<file path="config.mk">
export PLATFORM = sky130hd
export DESIGN_NAME = lns_to_fixed
export DESIGN_NICKNAME = d
export VERILOG_FILES = /design/src/rtl/lns_to_fixed.sv
export SDC_FILE = /design/constraint.sdc
export NUM_CORES = 1
export LEC_CHECK = 0
export ABC_AREA = 1
export CAP_MARGIN = 20
export CORE_MARGIN = 1
export CORE_UTILIZATION = 60
export CTS_BUF_LIST = sky130_fd_sc_hd__clkbuf_4 sky130_fd_sc_hd__clkbuf_8
export CTS_CLUSTER_SIZE = 28
export DETAILED_ROUTE_END_ITERATION = 6
export DONT_BUFFER_PORTS = 1
export PLACE_DENSITY_LB_ADDON = 0.2
export SLEW_MARGIN = 20
export SYNTH_ARGS = -nofsm -noshare
export SYNTH_HDL_FRONTEND = slang
export SYNTH_SLANG_ARGS = --single-unit
</file>
<file path="constraint.sdc">
create_clock -name clk -period 6.8 [get_ports clk]
set_clock_uncertainty 0.2 [all_clocks]
set_input_delay 0.68 -clock clk [delete_from_list [all_inputs] [get_ports clk]]
set_output_delay 0.68 -clock clk [all_outputs]
set_load 0.03 [all_outputs]
</file>
<file path="src/rtl/lns_to_fixed.sv">
// lns_to_fixed: sequential decoder from 16-bit LNS words to signed fixed point.
// The fractional part of the logarithm is turned into 2^(f/512) bit-serially
// with a 9-entry ROM. The integer exponent then becomes a barrel shift, and
// negative operands are negated.
// Optional feature: define LNS2FIX_SAT_EN to saturate results whose magnitude
// does not fit in OUT_W bits. Without it, the left shift wraps.
module lns_to_fixed #(
   parameter int OUT_W    = 32,
   parameter int OUT_FRAC = 16
) (
   input  logic             clk,
   input  logic             reset_n,
   input  logic             in_valid,
   output logic             in_ready,
   input  logic [15:0]      in_data,
   output logic             out_valid,
   input  logic             out_ready,
   output logic [OUT_W-1:0] out_data
);

   typedef enum logic [1:0] {
      IDLE,
      ITER,
      SCALE,
      DONE
   } state_t;

   state_t           state_q, state_d;
   logic             sign_q, sign_d;
   logic [5:0]       exp_q, exp_d;
   logic [8:0]       frac_q, frac_d;
   logic [17:0]      mant_q, mant_d;
   logic [3:0]       idx_q, idx_d;
   logic [OUT_W-1:0] out_q, out_d;

   logic             fracBit;
   logic [35:0]      prod;
   logic signed [7:0] shAmt;
   logic [7:0]       rightAmt;
   logic [OUT_W-1:0] mag;
   logic [OUT_W-1:0] scaled;

   // Q1.17 constants: round(2^(2^(j-9)) * 2^17) for j = 0..8
   function automatic logic [17:0] romLookup(input logic [3:0] j);
      logic [17:0] r;
      case (j)
         4'd0:    r = 18'h200B2;
         4'd1:    r = 18'h20163;
         4'd2:    r = 18'h202C8;
         4'd3:    r = 18'h20593;
         4'd4:    r = 18'h20B36;
         4'd5:    r = 18'h216AB;
         4'd6:    r = 18'h22E57;
         4'd7:    r = 18'h260E0;
         4'd8:    r = 18'h2D414;
         default: r = 18'h20000;
      endcase
      return r;
   endfunction

   // Mantissa step: the current fraction bit selects whether this ROM factor applies
   always_comb begin
      fracBit = |(frac_q & (9'd1 << idx_q));
      prod    = 36'(mant_q) * 36'(romLookup(idx_q));
   end

   // Exponent scaling: move the Q1.17 mantissa to OUT_FRAC fractional bits, then apply the sign
   always_comb begin
      shAmt    = {{2{exp_q[5]}}, exp_q} + 8'(OUT_FRAC - 17);
      rightAmt = 8'(-shAmt);
      if (!shAmt[7]) begin
         mag = OUT_W'(mant_q) << shAmt;
      end else begin
         mag = OUT_W'(mant_q >> rightAmt);
      end
`ifdef LNS2FIX_SAT_EN
      if ($signed(exp_q) >= OUT_W - 1 - OUT_FRAC) begin
         mag = {1'b0, {(OUT_W-1){1'b1}}};
      end
`endif
      scaled = sign_q ? -mag : mag;
   end

   // Next-state logic: accept in IDLE, nine ITER steps, one SCALE step, then hold in DONE
   always_comb begin
      state_d = state_q;
      sign_d  = sign_q;
      exp_d   = exp_q;
      frac_d  = frac_q;
      mant_d  = mant_q;
      idx_d   = idx_q;
      out_d   = out_q;
      case (state_q)
         IDLE: begin
            if (in_valid) begin
               sign_d = in_data[15];
               exp_d  = in_data[14:9];
               frac_d = in_data[8:0];
               mant_d = 18'h20000;
               idx_d  = 4'd0;
               if (in_data[14:0] == 15'h4000) begin
                  out_d   = '0;
                  state_d = DONE;
               end else begin
                  state_d = ITER;
               end
            end
         end
         ITER: begin
            if (fracBit) begin
               mant_d = 18'(prod >> 17);
            end
            if (idx_q == 4'd8) begin
               state_d = SCALE;
            end else begin
               idx_d = idx_q + 4'd1;
            end
         end
         SCALE: begin
            out_d   = scaled;
            state_d = DONE;
         end
         DONE: begin
            if (out_ready) begin
               state_d = IDLE;
            end
         end
         default: state_d = IDLE;
      endcase
   end

   // State and datapath registers; reset aborts any conversion in flight
   always_ff @(posedge clk or negedge reset_n) begin
      if (!reset_n) begin
         state_q <= IDLE;
         sign_q  <= 1'b0;
         exp_q   <= '0;
         frac_q  <= '0;
         mant_q  <= '0;
         idx_q   <= '0;
         out_q   <= '0;
      end else begin
         state_q <= state_d;
         sign_q  <= sign_d;
         exp_q   <= exp_d;
         frac_q  <= frac_d;
         mant_q  <= mant_d;
         idx_q   <= idx_d;
         out_q   <= out_d;
      end
   end

   assign in_ready  = (state_q == IDLE);
   assign out_valid = (state_q == DONE);
   assign out_data  = out_q;

endmodule

</file>
==> results by group <==
Placed design
  – Post-DP Area: 0.0171 mm^2
  – Port bufs: 0
  – Dpl cells: 2649
  – Dpl hpwl: 41500 um
  – Final GP Congestion: 0.971
  – DP Worst Slack: 151 ps

Setup path
  – CP peak stage delay: 580 ps
  – CP endpoint kind: flop
  – FF-to-FF setup slack: 230 ps
  – Crit Path Max Fanout: 10
  – R2R cell count: 28
  – CP arrival: 6660 ps
  – Critical path type: reg -> reg
  – CP required: 6880 ps
  – FF-to-FF End: mant_q[17]
  – Crit path buffers/inverters: 8
  – CP Launch Type: flop
  – Worst R2R Start: idx_q[1]
  – Slowest CP cell: fa_1
  – Top Family by Delay on Critical Path: adder cells

Clocking
  – Worst-case clock buffer depth: 2
  – CTS tree: done
  – CTS H-tree lvls: 3
  – Reg clk slew, reported paths: 100 ps
  – CTS root buf: clkbuf_8
  – CTS sink count: 72
  – Clk Latency, worst-skew pair: 400 ps
  – Number of CTS-inserted buffers: 9

Global routing
  – First-pass GRT wire length: 81600 um
  – Overflow after GRT: 0
  – Largest net degree at the start of global routing: 73
  – Vias in the first global route: 15400
  – Total Routing Usage GR: 0.380
  – Initial antenna violation count: 1

Floorplan
  – Area of the die: 0.0281 mm^2
  – Starting Density: 0.610
  – FP Rows: 60
  – Top Ports: 54
  – Core ar.: 0.0270 mm^2
  – DIE WIDTH: 168 um
  – Die H: 168 um

Outcome
  – Status: complete, no violations

Synthesis
  – Cell types occupying the most area after synthesis: fa_1, nand2_1, dfrtp_1, ha_1, inv_1
  – Post-synth EDFFs: 0
  – Synth cell types: 54
  – Mapped Cells: 2325
  – Post-synthesis async set-or-reset flop share: 1.00
  – Post-synthesis register bit count: 72
  – YS warnings: 0
  – Top cells by count, synth: nand2_1, inv_1, nor2_1
  – Mapped Nets: 2715
  – Ys flop type: dfrtp_1
  – Avg Inst Size Synth: 7.08 um^2
  – Yosys top cell area share: 0.287
  – Register area share after synthesis: 0.110
  – Count leader, synth: nand2_1
  – Yosys top cell by area: fa_1
  – Post-Syn Area: 0.0165 mm^2

Power and ir drop
  – Logic gate share of total power: 0.864
  – Total power draw: 8.72 mW
  – Leakage Power: 9.37 nW
  – Sequential group share of total power: 0.091
  – Clock power share: 0.046
  – Internal Power: 3.19 mW
  – Switching portion of total power: 0.634
  – Peak supply drop: 0.347 mV
  – Power Dens Cells: 496 mW/mm^2
  – Sw Pwr: 5.53 mW

Min path
  – Hold Crit Class: in -> reg
  – Hold Path Origin: in_data[4]
  – Worst Hold Depth: 1
  – Hold path endpoint: frac_q[4]

Layout
  – Share of cells above drive strength 1: 0.0911
  – Final std cells w/o fill: 2679
  – Core Util, Final: 0.652
  – Nets: 2723
  – ANT cells: 0
  – Post-Layout Inst Area: 0.0176 mm^2
  – Area grow syn2layout: 6.82%

Timing
  – Final hold vios: 0
  – Fin crit share: 0.967
  – Slew Limit Headroom: 0.336
  – Setup WS post-layout: 227 ps
  – Post-Route Setup TNS: 0 ps
  – Clock period minus worst slack: 6570 ps
  – Tightest Pin Transition: 993 ps
  – Max Freq: 152 MHz
  – Max-slew violations: 0
  – Endpoints failing setup: 0
  – Min Hold Slack: 236 ps

Detailed routing
  – Via density: 5.81
  – Via count: 15600
  – DR iter-0 viols: 1656
  – Final ANT Viol Nets: 0
  – DRC errors left: 0
  – Routed wire length: 51300 um
  – Drt wl/cell: 19.2 um
  – Initial DRT Pass Iterations: 6

Run
  – Max Cap Viol: 0
==> worst register-to-register path, delay by kind of cell (launching register included) <==
family / cells / cell delay [ps]
compound gates: 9 / 1280
fa+ha+maj: 8 / 3730
buf+inv: 8 / 640
flops: 1 / 360
simple gates: 3 / 250
==> routing by layer <==
metal,up-vias,share of wire,track usage
met5,-,0.00025,0
li1,7177,-,-
met4,2,0.056,0.177
met2,813,0.45,0.599
met1,7388,0.40,0.494
met3,178,0.099,0.0900
==> cell type report <==
type	count	area [um^2]
fillers	2465	9380
clock inverters	7	85.1
flip-flops and latches	72	1800
multi-input cells	1699	12600
clock buffers	9	124
repair buffers	91	758
repair inverters	1	7.51
inverters	459	1750
well taps	341	427
==> what timing repair did <==
action | in CTS | in global routing
resized for setup | 0 | 56
endpoints found under the setup margin | 0 | 15
setup buffers | 0 | 10
endpoints found under the hold margin | 72 | 0
hold buffers | 2 | 0
==> state kept, by name, summed over array words and instances, names as in the netlist <==
register,flops
idx_q,4
state_q,2
out_data,32
frac_q,9
mant_q,18
exp_q,6
sign_q,1
==> logic make-up after synthesis <==
| group | synth area share |
|---|---|
| multiplexers | 0.00601 |
| AO/OA/AOI/OAI | 0.0703 |
| flip-flops | 0.110 |
| adder cells (fa/ha/maj) | 0.389 |
| XOR/XNOR | 0.00745 |
| AND/OR/NAND/NOR | 0.286 |
| buffers and inverters | 0.132 |
==> layout by cell type, fill, tap and decap left out, types with 9 or more instances in the layout <==
master / n
xor2_1: 10
o22ai_1: 21
nor3_1: 10
inv_2: 9
nand4_1: 52
nor2_1: 249
clkbuf_8: 9
fa_1: 236
buf_4: 82
nand3_1: 170
o21ai_1: 24
nand3_2: 9
dfrtp_1: 70
ha_1: 125
a21oi_1: 52
nand2_2: 12
clkinv_1: 9
nand2_1: 550
o21ai_0: 69
nor2_2: 20
inv_1: 432
==> worst max-delay path by stage <==
stage	start	to	slack (ps)	cells past startpoint
4_1_cts	idx_q[3]	mant_q[16]	110	28
3_5_place_dp	idx_q[3]	mant_q[16]	150	28
2_1_floorplan	idx_q[2]	mant_q[16]	190	29
5_1_grt	idx_q[2]	mant_q[16]	-80	28
3_3_place_gp	idx_q[3]	mant_q[16]	170	28
6_report	idx_q[1]	mant_q[17]	230	28
==> power groups by stage <==
stage,clock network (mW),logic (mW),registers (mW)
6_report,0.397,7.53,0.790
3_5_place_dp,0,7.16,0.796
2_1_floorplan,0,5.32,0.753
5_1_grt,0.416,8.35,0.806
3_3_place_gp,0,7.08,0.792
4_1_cts,0.403,7.25,0.787
Power figures use the tool's default switching activity.
